**config.mk**
```make
export PLATFORM = sky130hd
export DESIGN_NAME = instr_fetch
export DESIGN_NICKNAME = d
export VERILOG_FILES = /design/src/rtl/instr_fetch.sv
export SDC_FILE = /design/constraint.sdc
export NUM_CORES = 1
export LEC_CHECK = 0
export CELL_PAD_IN_SITES_DETAIL_PLACEMENT = 1
export CELL_PAD_IN_SITES_GLOBAL_PLACEMENT = 1
export CORE_MARGIN = 2
export CORE_UTILIZATION = 27
export DETAILED_ROUTE_END_ITERATION = 10
export PLACE_DENSITY = 0.85
export SYNTH_ARGS = -nofsm -noshare
export SYNTH_HDL_FRONTEND = slang
export SYNTH_SLANG_ARGS = --single-unit
```
**constraint.sdc**
```tcl
create_clock -name clk -period 2.2 [get_ports clk]
set_clock_uncertainty 0.05 [all_clocks]
set_input_delay 0.66 -clock clk [delete_from_list [all_inputs] [get_ports clk]]
set_output_delay 0.66 -clock clk [all_outputs]
set_load 0.005 [all_outputs]
```
**src/rtl/instr_fetch.sv**
```systemverilog
// instr_fetch: single-outstanding instruction fetch FSM with redirect and decode handshake
module instr_fetch #(
  parameter logic [31:0] RESET_PC = 32'h0000_0000
) (
  input  logic        clk,
  input  logic        rst,
  output logic        imem_req_valid,
  output logic [31:0] imem_req_addr,
  input  logic        imem_req_ready,
  input  logic        imem_resp_valid,
  input  logic [31:0] imem_resp_data,
  input  logic        redirect_valid,
  input  logic [31:0] redirect_pc,
  output logic        out_valid,
  output logic [31:0] out_instr,
  output logic [31:0] out_pc,
  input  logic        out_ready
);
  typedef enum logic [2:0] {IDLE, REQ, WAIT, HOLD, DRAIN} state_t;
  state_t state, state_n;
  logic [31:0] pc;
  assign imem_req_valid = state == REQ;
  assign imem_req_addr  = pc;
  assign out_valid      = state == HOLD;
  // next state: a redirect sends any in-flight response to DRAIN so it is never delivered
  always_comb begin
    state_n = state;
    case (state)
      IDLE:    state_n = REQ;
      REQ:     state_n = imem_req_ready ? (redirect_valid ? DRAIN : WAIT) : REQ;
      WAIT:    state_n = imem_resp_valid ? (redirect_valid ? REQ : HOLD) : (redirect_valid ? DRAIN : WAIT);
      HOLD:    state_n = (redirect_valid || out_ready) ? REQ : HOLD;
      DRAIN:   state_n = imem_resp_valid ? REQ : DRAIN;
      default: state_n = IDLE;
    endcase
  end
  // state, pc and captured instruction; redirect outranks a response landing the same cycle
  always_ff @(posedge clk) begin
    if (rst) begin
      state     <= IDLE;
      pc        <= RESET_PC;
      out_instr <= '0;
      out_pc    <= '0;
    end else begin
      state <= state_n;
      if (redirect_valid)
        pc <= redirect_pc & ~32'h3;
      else if (state == WAIT && imem_resp_valid) begin
        out_instr <= imem_resp_data;
        out_pc    <= pc;
        pc        <= pc + 32'd4;
      end
    end
  end
endmodule

```
Word-level counts from Yosys, hierarchy flattened:

Index checks and enable logic that the tools add are counted.
Widths: inputs -> output; s select.

* flip-flop bits (word level): 99
* bits of input ports: 70
* output and inout port bits: 98
* logic and storage cells: 26

* add/sub/neg operators: 1
* equal/unequal tests: 4
* multiplexer cells: 9
* bitwise gates (word level): 1
* reductions and logical operators: 6

Operator list (count)
* $mux 32: 2
* $add 32x3->32 const B: 1
* $pmux 3 s5: 1
* $mux 3: 4
* $eq 3x2->1 const B: 2
* $mux 2: 2
* $eq 3x1->1 const B: 1
* $eq 3x3->1 const B: 1
* $logic_not 3->1: 1
* $reduce_and 2->1: 1
* $reduce_bool 2->1: 1
* $reduce_or 2->1: 1
* $logic_and 1x1->1: 1
* $logic_or 1x1->1: 1
* $not 1->1: 1

Logic depth before layout (Yosys ltp):

* depth in word-level cells: 4
* mapped depth: 7

Worst setup path after synthesis:

OpenSTA, ideal clock, no wires.

* kind: register to register
* start point: reg pc[2], in the netlist imem_req_addr[2]
* end point: reg pc[30], in the netlist imem_req_addr[30]
* arrival: 2195 ps
* setup slack: -136 ps
* stages on the path, launching flop included: 7
* path buffers: 1
* clock period less this slack: 2336 ps
* cell sequence: dfxtp_1 > ha_1 > nand3_2 > or4_4 > buf_6 > or4_1 > a311oi_1

* cells in the longest elaborated chain, start to end: 3

Ends and longest elaborated chain
* start, declared: line 21 `logic [31:0] pc;`
* start signal, assigned: line 47 `pc <= redirect_pc & ~32'h3;`
* start signal, assigned: line 51 `pc <= pc + 32'd4;`
* $add 32x3->32: line 51
* $mux 32: line 48 `else if (state == WAIT && imem_resp_valid) begin`
* $mux 32: line 46 `if (redirect_valid)`

No other way between the ends. The select of a mux whose other input is x is not followed.
A chain may end at the register's enable or synchronous reset.

Final worst setup path:

Ends and elaborated chain as after synthesis.

==> results_dict.tcl <==
set metrics [dict create \
    status "finished, violations left" \
    violations "negative setup slack" \
    cts_max_level 3 \
    worstPathArrival_ns 2.41 \
    die_x_um 128 \
    synth_top_family_by_area "simple AND/OR/NAND/NOR gates" \
    p_total_mw 4.11 \
    vdd_drop_max_v 0.000386 \
    ys.flop_type "dfxtp_1" \
    io_pins 168 \
    min-delay-path-class "register to register" \
    hold_buffers 0 \
    slew_violations 0 \
    route.detailed.drc 0 \
    rsz0062_at_grt "yes" \
    grtUsageTotal_pct 19.9 \
    r2r_slack_ns -0.02 \
    drive_gt1_share_pct 13.2 \
    min_from "out_pc[14]$_SDFFE_PP0P_" \
    relSlewSlack_pct 67.3 \
    yosys.area.top_type_share_pct 45.9 \
    period_minus_slack_ns 2.22 \
    drtIter0Drc 290 \
    yosys-top-cells-count "142 x nand2_1, 95 x dfxtp_1, 68 x a21oi_1" \
    r2r_cells 5 \
    period_share_pct 101 \
    rr_endpoint "imem_req_addr[30]$_SDFFE_PP0P_" \
    synth_xor_area_share_pct 2.11 \
    finalNonFillerCells 909 \
    synth_edf_count 0 \
    syn_to_final_growth_pct 62.5 \
    drv_cap 0 \
    worst_slack_ns -0.0177 \
    synth_mux_area_share_pct 0.242 \
    overflow 0 \
    place_inst 887 \
    initial_core_util_pct 27.4 \
    grt_max_degree 40 \
    cts.path.max_buffers 2 \
    whs_endpoint "out_pc[14]$_SDFFE_PP0P_" \
    leakage_nw 2.34 \
    max_freq_mhz 451 \
    die_area_mm2 0.0163 \
    dr.pass1.iters 4 \
    synthCells 526 \
    finalHoldViolCount 0 \
    synthSimpleGateAreaFrac_pct 28.3 \
    clkSlewWorstSetupHoldPaths_ns 0.07 \
    nNetsFinal 788 \
    portBuffers 161 \
    cts_tree "done" \
    ys_warn_count 0 \
    crit_required_ns 2.39 \
    worstSetupPathType "register to register" \
    ant_nets 0 \
    cts-root-buf "clkbuf_16" \
    setup_violations 1 \
    core_mm2 0.0151 \
    startpoint_type "register" \
    yosys-top-cells-area "dfxtp_1 46%, nand2_1 13%, a21oi_1 8.2%, clkbuf_1 3.2%, nor2_1 2.4%" \
    dp_hpwl_mm 12.1 \
    powerDensity_mw_per_mm2 611 \
    die_y_um 128 \
    antenna_found_initial 0 \
    grt_pass1_wl_mm 25.6 \
    routedWlPerCell_um 18.0 \
    diodes 0 \
    hold_depth 2 \
    timing.rr.start "imem_req_addr[2]$_SDFFE_PP0P_" \
    netlist.top_cell.by_area "dfxtp_1" \
    synthAdderAreaFrac_pct 0.302 \
    synth_cell_types 50 \
    worstPathMaxFanout 8 \
    synth_seq_area_share_pct 45.9 \
    ys_ff_latch 95 \
    clk_latency_ns 0.35 \
    synth_compound_area_share_pct 17.9 \
    grt_pass1_vias 4881 \
    yosysMostFrequentCell "nand2_1" \
    wl_mm 16.3 \
    placed_cell_area_mm2 0.00630 \
    numCtsBuffers 9 \
    clkSinkCount 95 \
    num_rows 45 \
    tightestPinTransition_ns 0.478 \
    final_area_mm2 0.00673 \
    globalplace.congestion 0.880 \
    viasPerCell 5.14 \
    avgSynthCellArea_um2 7.87 \
    synthArstFlopShare_pct 0 \
    end_kind "register" \
    post_synth_instance_area_mm2 0.00414 \
    vias 4669 \
    fin_tns_setup_ns -0.0177 \
]
-- metal layers --
| metal | global-route usage (%) | vias to the layer above | routed length [um] | share of wire (%) |
|---|---|---|---|---|
| li1 | - | 2222 | - | - |
| met1 | 23.5 | 2262 | 6840 | 42 |
| met2 | 34.2 | 148 | 8040 | 49 |
| met3 | 4.26 | 37 | 893 | 5.5 |
| met4 | 9.76 | 0 | 556 | 3.4 |
| met5 | 0 | - | 0 | 0 |
-- worst max path at each step --
stage / start / end / slack [ns] / cells past startpoint
detailed placement: imem_resp_valid / imem_req_addr[28]$_SDFFE_PP0P_ / -0.45 / 6
finish: imem_req_addr[2]$_SDFFE_PP0P_ / imem_req_addr[30]$_SDFFE_PP0P_ / -0.02 / 5
global placement: imem_resp_valid / imem_req_addr[27]$_SDFFE_PP0P_ / -0.38 / 5
floorplan: imem_req_addr[2]$_SDFFE_PP0P_ / imem_req_addr[30]$_SDFFE_PP0P_ / 0.02 / 6
CTS: imem_req_addr[13]$_SDFFE_PP0P_ / imem_req_addr[13] / 0.004 / 2
global route: imem_req_addr[2]$_SDFFE_PP0P_ / imem_req_addr[30]$_SDFFE_PP0P_ / -0.08 / 5
-- state kept, by name, indices dropped and copies added, names as in the netlist --
name,flops
out_pc,30
imem_req_addr,30
state,3
out_instr,32
-- report_power, final --
group	leakage, nW	switching [mW]	internal [mW]
registers	0.774	0.0540	1.77
clock network	0.158	0.693	1.10
logic	1.40	0.212	0.284
total	2.34	0.959	3.15
-- final cells by class --
| type | count | area [um^2] |
|---|---|---|
| clock buffers | 9 | 225 |
| clock inverters | 6 | 110 |
| fillers | 1813 | 8360 |
| inverters | 6 | 22.5 |
| multi-input cells | 385 | 2100 |
| flip-flops and latches | 95 | 1910 |
| well taps | 188 | 235 |
| repair buffers | 220 | 2130 |
-- cells in the final DEF, fill, tap and decap left out, types with 7 or more instances in the layout --
| cell | netlist | final |
|---|---|---|
| dfxtp_1 | 95 | 91 |
| clkdlybuf4s50_1 | 0 | 156 |
| a21oi_1 | 68 | 68 |
| nand2_1 | 142 | 141 |
| nand4_1 | 13 | 13 |
| a211oi_1 | 11 | 11 |
| nand3_1 | 13 | 12 |
| o31ai_1 | 7 | 7 |
| buf_4 | 4 | 53 |
| clkbuf_16 | 0 | 9 |
| and4_1 | 7 | 7 |
| nor2_1 | 27 | 26 |
| a311oi_1 | 11 | 8 |
| nor3_1 | 8 | 8 |
| and3_1 | 8 | 8 |
-- metrics by stage --
| stage | utilization (%) | hold slack, ns | setup WS (ns) |
|---|---|---|---|
| 6_report | 44.6 | 0.406 | -0.0177 |
| 5_1_grt | 44.6 | 0.432 | -0.0834 |
| 4_1_cts | 44.4 | 0.408 | 0.00442 |
| 3_5_place_dp | 41.8 | 0.399 | -0.452 |
| 3_3_place_gp | 41.8 | 0.392 | -0.377 |
| 2_1_floorplan | - | 0.403 | 0.0162 |
-- worst max-delay path: stages, from the launching register on --
cell	delay [ns]
dfxtp_2	0.36
ha_4	0.17
nand3_2	0.10
or4_4	0.62
or4_4	0.54
a311oi_1	0.27
-- kinds of logic after synthesis --
| group | Yosys count |
|---|---|
| AND/OR/NAND/NOR | 249 |
| AO/OA/AOI/OAI | 120 |
| flip-flops | 95 |
| buffers and inverters | 49 |
| XOR/XNOR | 10 |
| adder cells (fa/ha/maj) | 1 |
| other | 1 |
| multiplexers | 1 |
-- what timing repair did --
| item | in CTS | in global routing |
|---|---|---|
| pin swaps | 2 | 4 |
| setup endpoints to repair | 9 | 5 |
| resized for setup | 9 | 5 |
| buffers inserted | 5 | 2 |
| hold endpoints to repair | 0 | 0 |
No activity file was read; power rests on OpenSTA's default activity.
